File: config.mk
export PLATFORM = sky130hd
export DESIGN_NAME = readout_rx_count_decision
export DESIGN_NICKNAME = d
export VERILOG_FILES = /design/src/rtl/readout_rx_count_decision.sv
export SDC_FILE = /design/constraint.sdc
export NUM_CORES = 1
export LEC_CHECK = 0
export ABC_AREA = 1
export CAP_MARGIN = 0
export CORE_MARGIN = 10
export CORE_UTILIZATION = 40
export CTS_BUF_LIST = sky130_fd_sc_hd__clkbuf_2 sky130_fd_sc_hd__clkbuf_4 sky130_fd_sc_hd__clkbuf_8
export DETAILED_ROUTE_END_ITERATION = 8
export SYNTH_ARGS = -nofsm -noshare
export SYNTH_HDL_FRONTEND = slang
export SYNTH_SLANG_ARGS = --single-unit
export TNS_END_PERCENT = 100
File: constraint.sdc
create_clock -name clk -period 2.6 [get_ports clk]
set_input_delay 0.52 -clock clk [delete_from_list [all_inputs] [get_ports clk]]
set_output_delay 0.52 -clock clk [all_outputs]
set_load 0.05 [all_outputs]
File: src/rtl/readout_rx_count_decision.sv
// Counts |1>-classified and total valid samples over a readout window and thresholds the |1> count.
// Decision pulses one cycle after finish_count_in; no backpressure, a sample is taken every valid cycle.
module readout_rx_count_decision #(
  parameter int COUNT_WIDTH = 10
) (
  input  logic                   clk,
  input  logic                   rst,
  input  logic                   threshold_wr_en,
  input  logic [COUNT_WIDTH-1:0] threshold_wr_data,
  input  logic                   start_count_in,
  input  logic                   finish_count_in,
  input  logic                   valid_in,
  input  logic                   count_condition_in,
  output logic                   state_valid_out,
  output logic                   state_out,
  output logic [COUNT_WIDTH-1:0] one_count_out,
  output logic [COUNT_WIDTH-1:0] sample_count_out,
  output logic                   busy_out
);

  localparam logic [COUNT_WIDTH-1:0] CNT_MAX = '1;
  localparam logic [COUNT_WIDTH-1:0] CNT_ONE = COUNT_WIDTH'(1);

  typedef enum logic {
    IDLE  = 1'b0,
    COUNT = 1'b1
  } state_e;

  state_e                 state_q,     state_d;
  logic [COUNT_WIDTH-1:0] thr_q,       thr_d;
  logic [COUNT_WIDTH-1:0] act_thr_q,   act_thr_d;
  logic [COUNT_WIDTH-1:0] one_cnt_q,   one_cnt_d;
  logic [COUNT_WIDTH-1:0] smp_cnt_q,   smp_cnt_d;
  logic                   state_vld_q, state_vld_d;
  logic                   state_bit_q, state_bit_d;
  logic [COUNT_WIDTH-1:0] one_out_q,   one_out_d;
  logic [COUNT_WIDTH-1:0] smp_out_q,   smp_out_d;
  logic                   busy_q,      busy_d;

  // Running totals including this cycle's sample, saturating at all-ones.
  logic [COUNT_WIDTH-1:0] one_fin;
  logic [COUNT_WIDTH-1:0] smp_fin;

  always_comb begin
    one_fin = one_cnt_q;
    smp_fin = smp_cnt_q;
    if (valid_in && (smp_cnt_q != CNT_MAX)) begin
      smp_fin = smp_cnt_q + CNT_ONE;
    end
    if (valid_in && count_condition_in && (one_cnt_q != CNT_MAX)) begin
      one_fin = one_cnt_q + CNT_ONE;
    end
  end

  always_comb begin
    state_d     = state_q;
    thr_d       = threshold_wr_en ? threshold_wr_data : thr_q;
    act_thr_d   = act_thr_q;
    one_cnt_d   = one_cnt_q;
    smp_cnt_d   = smp_cnt_q;
    state_vld_d = 1'b0;
    state_bit_d = state_bit_q;
    one_out_d   = one_out_q;
    smp_out_d   = smp_out_q;

    if (state_q == IDLE) begin
      if (start_count_in) begin
        one_cnt_d = '0;
        smp_cnt_d = '0;
        act_thr_d = thr_d;
        state_d   = COUNT;
      end
    end else begin
      one_cnt_d = one_fin;
      smp_cnt_d = smp_fin;
      if (finish_count_in) begin
        state_vld_d = 1'b1;
        state_bit_d = (one_fin > act_thr_q);
        one_out_d   = one_fin;
        smp_out_d   = smp_fin;
        state_d     = IDLE;
      end
      // A start here either chains the next window or aborts the current one.
      if (start_count_in) begin
        one_cnt_d = '0;
        smp_cnt_d = '0;
        act_thr_d = thr_d;
        state_d   = COUNT;
      end
    end

    busy_d = (state_d == COUNT);
  end

  always_ff @(posedge clk or negedge rst) begin
    if (!rst) begin
      state_q     <= IDLE;
      thr_q       <= '0;
      act_thr_q   <= '0;
      one_cnt_q   <= '0;
      smp_cnt_q   <= '0;
      state_vld_q <= 1'b0;
      state_bit_q <= 1'b0;
      one_out_q   <= '0;
      smp_out_q   <= '0;
      busy_q      <= 1'b0;
    end else begin
      state_q     <= state_d;
      thr_q       <= thr_d;
      act_thr_q   <= act_thr_d;
      one_cnt_q   <= one_cnt_d;
      smp_cnt_q   <= smp_cnt_d;
      state_vld_q <= state_vld_d;
      state_bit_q <= state_bit_d;
      one_out_q   <= one_out_d;
      smp_out_q   <= smp_out_d;
      busy_q      <= busy_d;
    end
  end

  assign state_valid_out  = state_vld_q;
  assign state_out        = state_bit_q;
  assign one_count_out    = one_out_q;
  assign sample_count_out = smp_out_q;
  assign busy_out         = busy_q;

endmodule

==> results.md <==
- TritonRoute pass-1 iters: 5
- Die H: around 110 um
- Num CTS Buffers: 9
- Final setup fails: 0
- Crit path cell chain: ha_1, nand3_2, nor2_8, nand2_4, nand2_8, nand2_1, and2_1, ha_1, nand2_1, nor2_1, nand4_1, nand2_1, inv_1, nand2_1, nand2_1
- Setup ws final: 0.2118 ns
- ANT nets after route: 0
- Row cnt: 33
- Wire per inst: 13.24 um
- Nets@finish: 489
- Final Wtd Congestion: 0.8824
- CTS sink cnt: 63
- Post-synthesis sequential area ratio: 0.4687
- Slew HR: 0.5174
- Crit-path max FO: 7
- Layout area overhead: 22.66%
- I/O pin total: 40
- Synth Net Count: 443
- Number of global-route vias before repair: 2,807
- LEAKAGE: about 2.1 nW
- Core Footprint: 0.008217 mm^2
- Vias per std cell: 4.874
- Worst slack, placed: -0.004758 ns
- Max Slew Vio Count: 0
- Reg2reg setup slack: around 0.21 ns
- Post-detail-place hpwl: about 5600 um
- Initial drt markers: 156
- Worst r2r src: one_cnt_q[1]$_DFFE_PN0P_
- Synth area leaders: dfrtp_1 (47%), nand2_1 (16%), nand3_1 (7.7%), inv_1 (4.7%), ha_1 (4.5%)
- Count of final hold-check violations: 0
- Hold WC Path Type: in -> async
- Cells on worst reg2reg path: 15
- Yosys top cell area share: 0.4688
- Post-synth EDFFs: 0
- Worst Max-Slew Pin Slew: 0.7239 ns
- Clk buf depth: 2
- Final wirelength: roughly 7500 um
- Setup TNS: 0 ns
- Setup Fix Bufs, Post-CTS: 0
- First-pass GRT wire length: 13,160 um
- M2 GR Usage: 0.2098
- Run status: finished clean
- Synthesis Warnings: 0
- Reg2reg end: state_out$_DFFE_PN0P_
- Critical Path AT: approximately 2.6 ns
- # Max-Cap Violations: 0
- Pwr dens: 594.4 mW/mm^2
- WP data required: 2.83 ns
- # H-tree levels: 3
- Full die area: 0.01248 mm^2
- Synth unique cells: 35
- Drt drc: 0
- RSZ-0062 raised after global routing: false
- TritonCTS clock tree: done
- #FFs+latches synth: 63
- Busiest grt layer: met2
- Post-route minimum period: 2.388 ns
- Top-count cell post-synth: nand2_1
- Crit start category: flop
- Peak per-stage delay on the critical path: about 0.44 ns
- Antenna violations before repair: 0
- Share of layout cells above drive strength 1: 0.1247
- Global route overflow: 0
- Met1 Resource Use GR: 0.1484
- DR vias: 2,778
- Clock skew: 0.007588 ns
- Antenna cells: 0
- Synth Area per Inst: 8.124 um^2
- Die width: 111.7 um
- Main synth FF type: dfrtp_1
- Port bufs: 39
- Final core utilization: 0.5021
- Crit path capture type: flop
- Critical Path Slowest Stage Cell: dfrtp_1
- Crit-path most repeated cell: nand2_1
- Mapped Area: ~0.0034 mm^2
- Yosys top cell by area: dfrtp_1
- F_max: 0.4187 GHz
- Ys async rst share: 1.000
- GRT Total Usage: 0.1262
- Clk root buf: clkbuf_8
- Most instantiated cells after synthesis: nand2_1 (146), dfrtp_1 (63), nand3_1 (52)
- Clock Pin Slew Worst Setup and Hold Paths: 0.07 ns
- CP Class: reg -> reg
- Final period util: 0.9186
- Fill cells: 785
- Clock latency on the worst-skew pair: around 0.34 ns
- PostCTS Resize Cnt: 0
- Initial Util: 0.4093
- Largest net degree at the start of global routing: 34
- CTS Hold Bufs: 0
- Met3 Track Usage GR: 0.03543
- Mapped Cells: around 410
- Maximum vdd drop: 223.4 uV
==> area by class of cell <==
type	instances	area (um^2)	area share
clock buffers	13	166.4	0.04034
repair buffers	48	465.4	0.1128
multi-input cells	294	1553	0.3764
flip-flops and latches	63	1577	0.3822
well taps	105	131.4	0.03185
clock inverters	3	65.06	0.01577
inverters	44	167.7	0.04064
==> through the flow <==
| stage | std cells | power, mW | hold WS (ns) | instance area (um^2) |
|---|---|---|---|---|
| 6_report | 570 | 2.452 | 0.2307 | 4125 |
| 2_1_floorplan | 414 | 1.343 | 0.2244 | 3363 |
| 4_1_cts | 570 | 2.480 | 0.2520 | 4125 |
| 3_5_place_dp | 554 | 1.498 | 0.4653 | 3894 |
| 3_3_place_gp | 554 | 1.490 | 0.4636 | 3894 |
| 5_1_grt | 570 | 2.570 | 0.2823 | 4125 |
==> report_power, final <==
group	leakage, nW	total [mW]	internal (mW)	switching (mW)
combinational	1.20	0.392	0.143	0.249
sequential	0.822	1.08	1.05	0.0344
clock	0.120	0.981	0.613	0.368
total	2.15	2.45	1.80	0.652
==> state kept, by name (all words and copies together) (netlist names) <==
| signal | cells |
|---|---|
| thr_q | 10 |
| sample_count_out | 10 |
| act_thr_q | 10 |
| state_out | 1 |
| state_valid_out | 1 |
| one_count_out | 10 |
| smp_cnt_q | 10 |
| busy_out | 1 |
| one_cnt_q | 10 |
==> worst max-delay path: cells and delay by family (launching register included) <==
kind	cells	cell delay [ns]
adder cells (fa/ha/maj)	2	0.56
flip-flops	1	0.44
AND/OR/NAND/NOR	12	1.23
buffers and inverters	1	0.04
==> cell families (layout without fill, tap and decap cells) <==
logic type               after synthesis  in the layout  synth area share
AND/OR/NAND/NOR                      243            243            0.3318
flip-flops                            63             63            0.4687
buffers and inverters                 57            108           0.06957
AO/OA/AOI/OAI                         26             26           0.04316
adder cells (fa/ha/maj)               12             12           0.04464
multiplexers                          11             11           0.03683
XOR/XNOR                               2              2          0.005209
==> layout by cell type (no fill, tap or decap), drive strengths merged, types with 2 or more instances in the layout <==
cell	instances
buf	10
nand3	53
inv	44
mux2	11
and2	5
a21oi	4
dfrtp	63
nor2	19
nand4	6
nor3	3
clkbuf	13
bufinv	2
ha	12
clkdlybuf4s50	38
o21ai	19
nand2	156
==> how the worst max path moves through the flow <==
stage	from	endpoint	slack, ns	cells past startpoint
2_1_floorplan	one_cnt_q[1]$_DFFE_PN0P_	state_out$_DFFE_PN0P_	0.47	15
5_1_grt	one_cnt_q[1]$_DFFE_PN0P_	state_out$_DFFE_PN0P_	0.002	15
3_5_place_dp	valid_in	state_out$_DFFE_PN0P_	-0.005	13
3_3_place_gp	valid_in	state_out$_DFFE_PN0P_	0.04	16
4_1_cts	one_cnt_q[1]$_DFFE_PN0P_	state_out$_DFFE_PN0P_	0.23	15
6_report	one_cnt_q[1]$_DFFE_PN0P_	state_out$_DFFE_PN0P_	0.21	15
==> metal layers <==
metal,vias up,part of all wire
met3,11,0.052
met1,1292,0.45
met2,57,0.48
met5,-,0
li1,1418,-
met4,0,0.015
(Power assumes the default switching activity.)
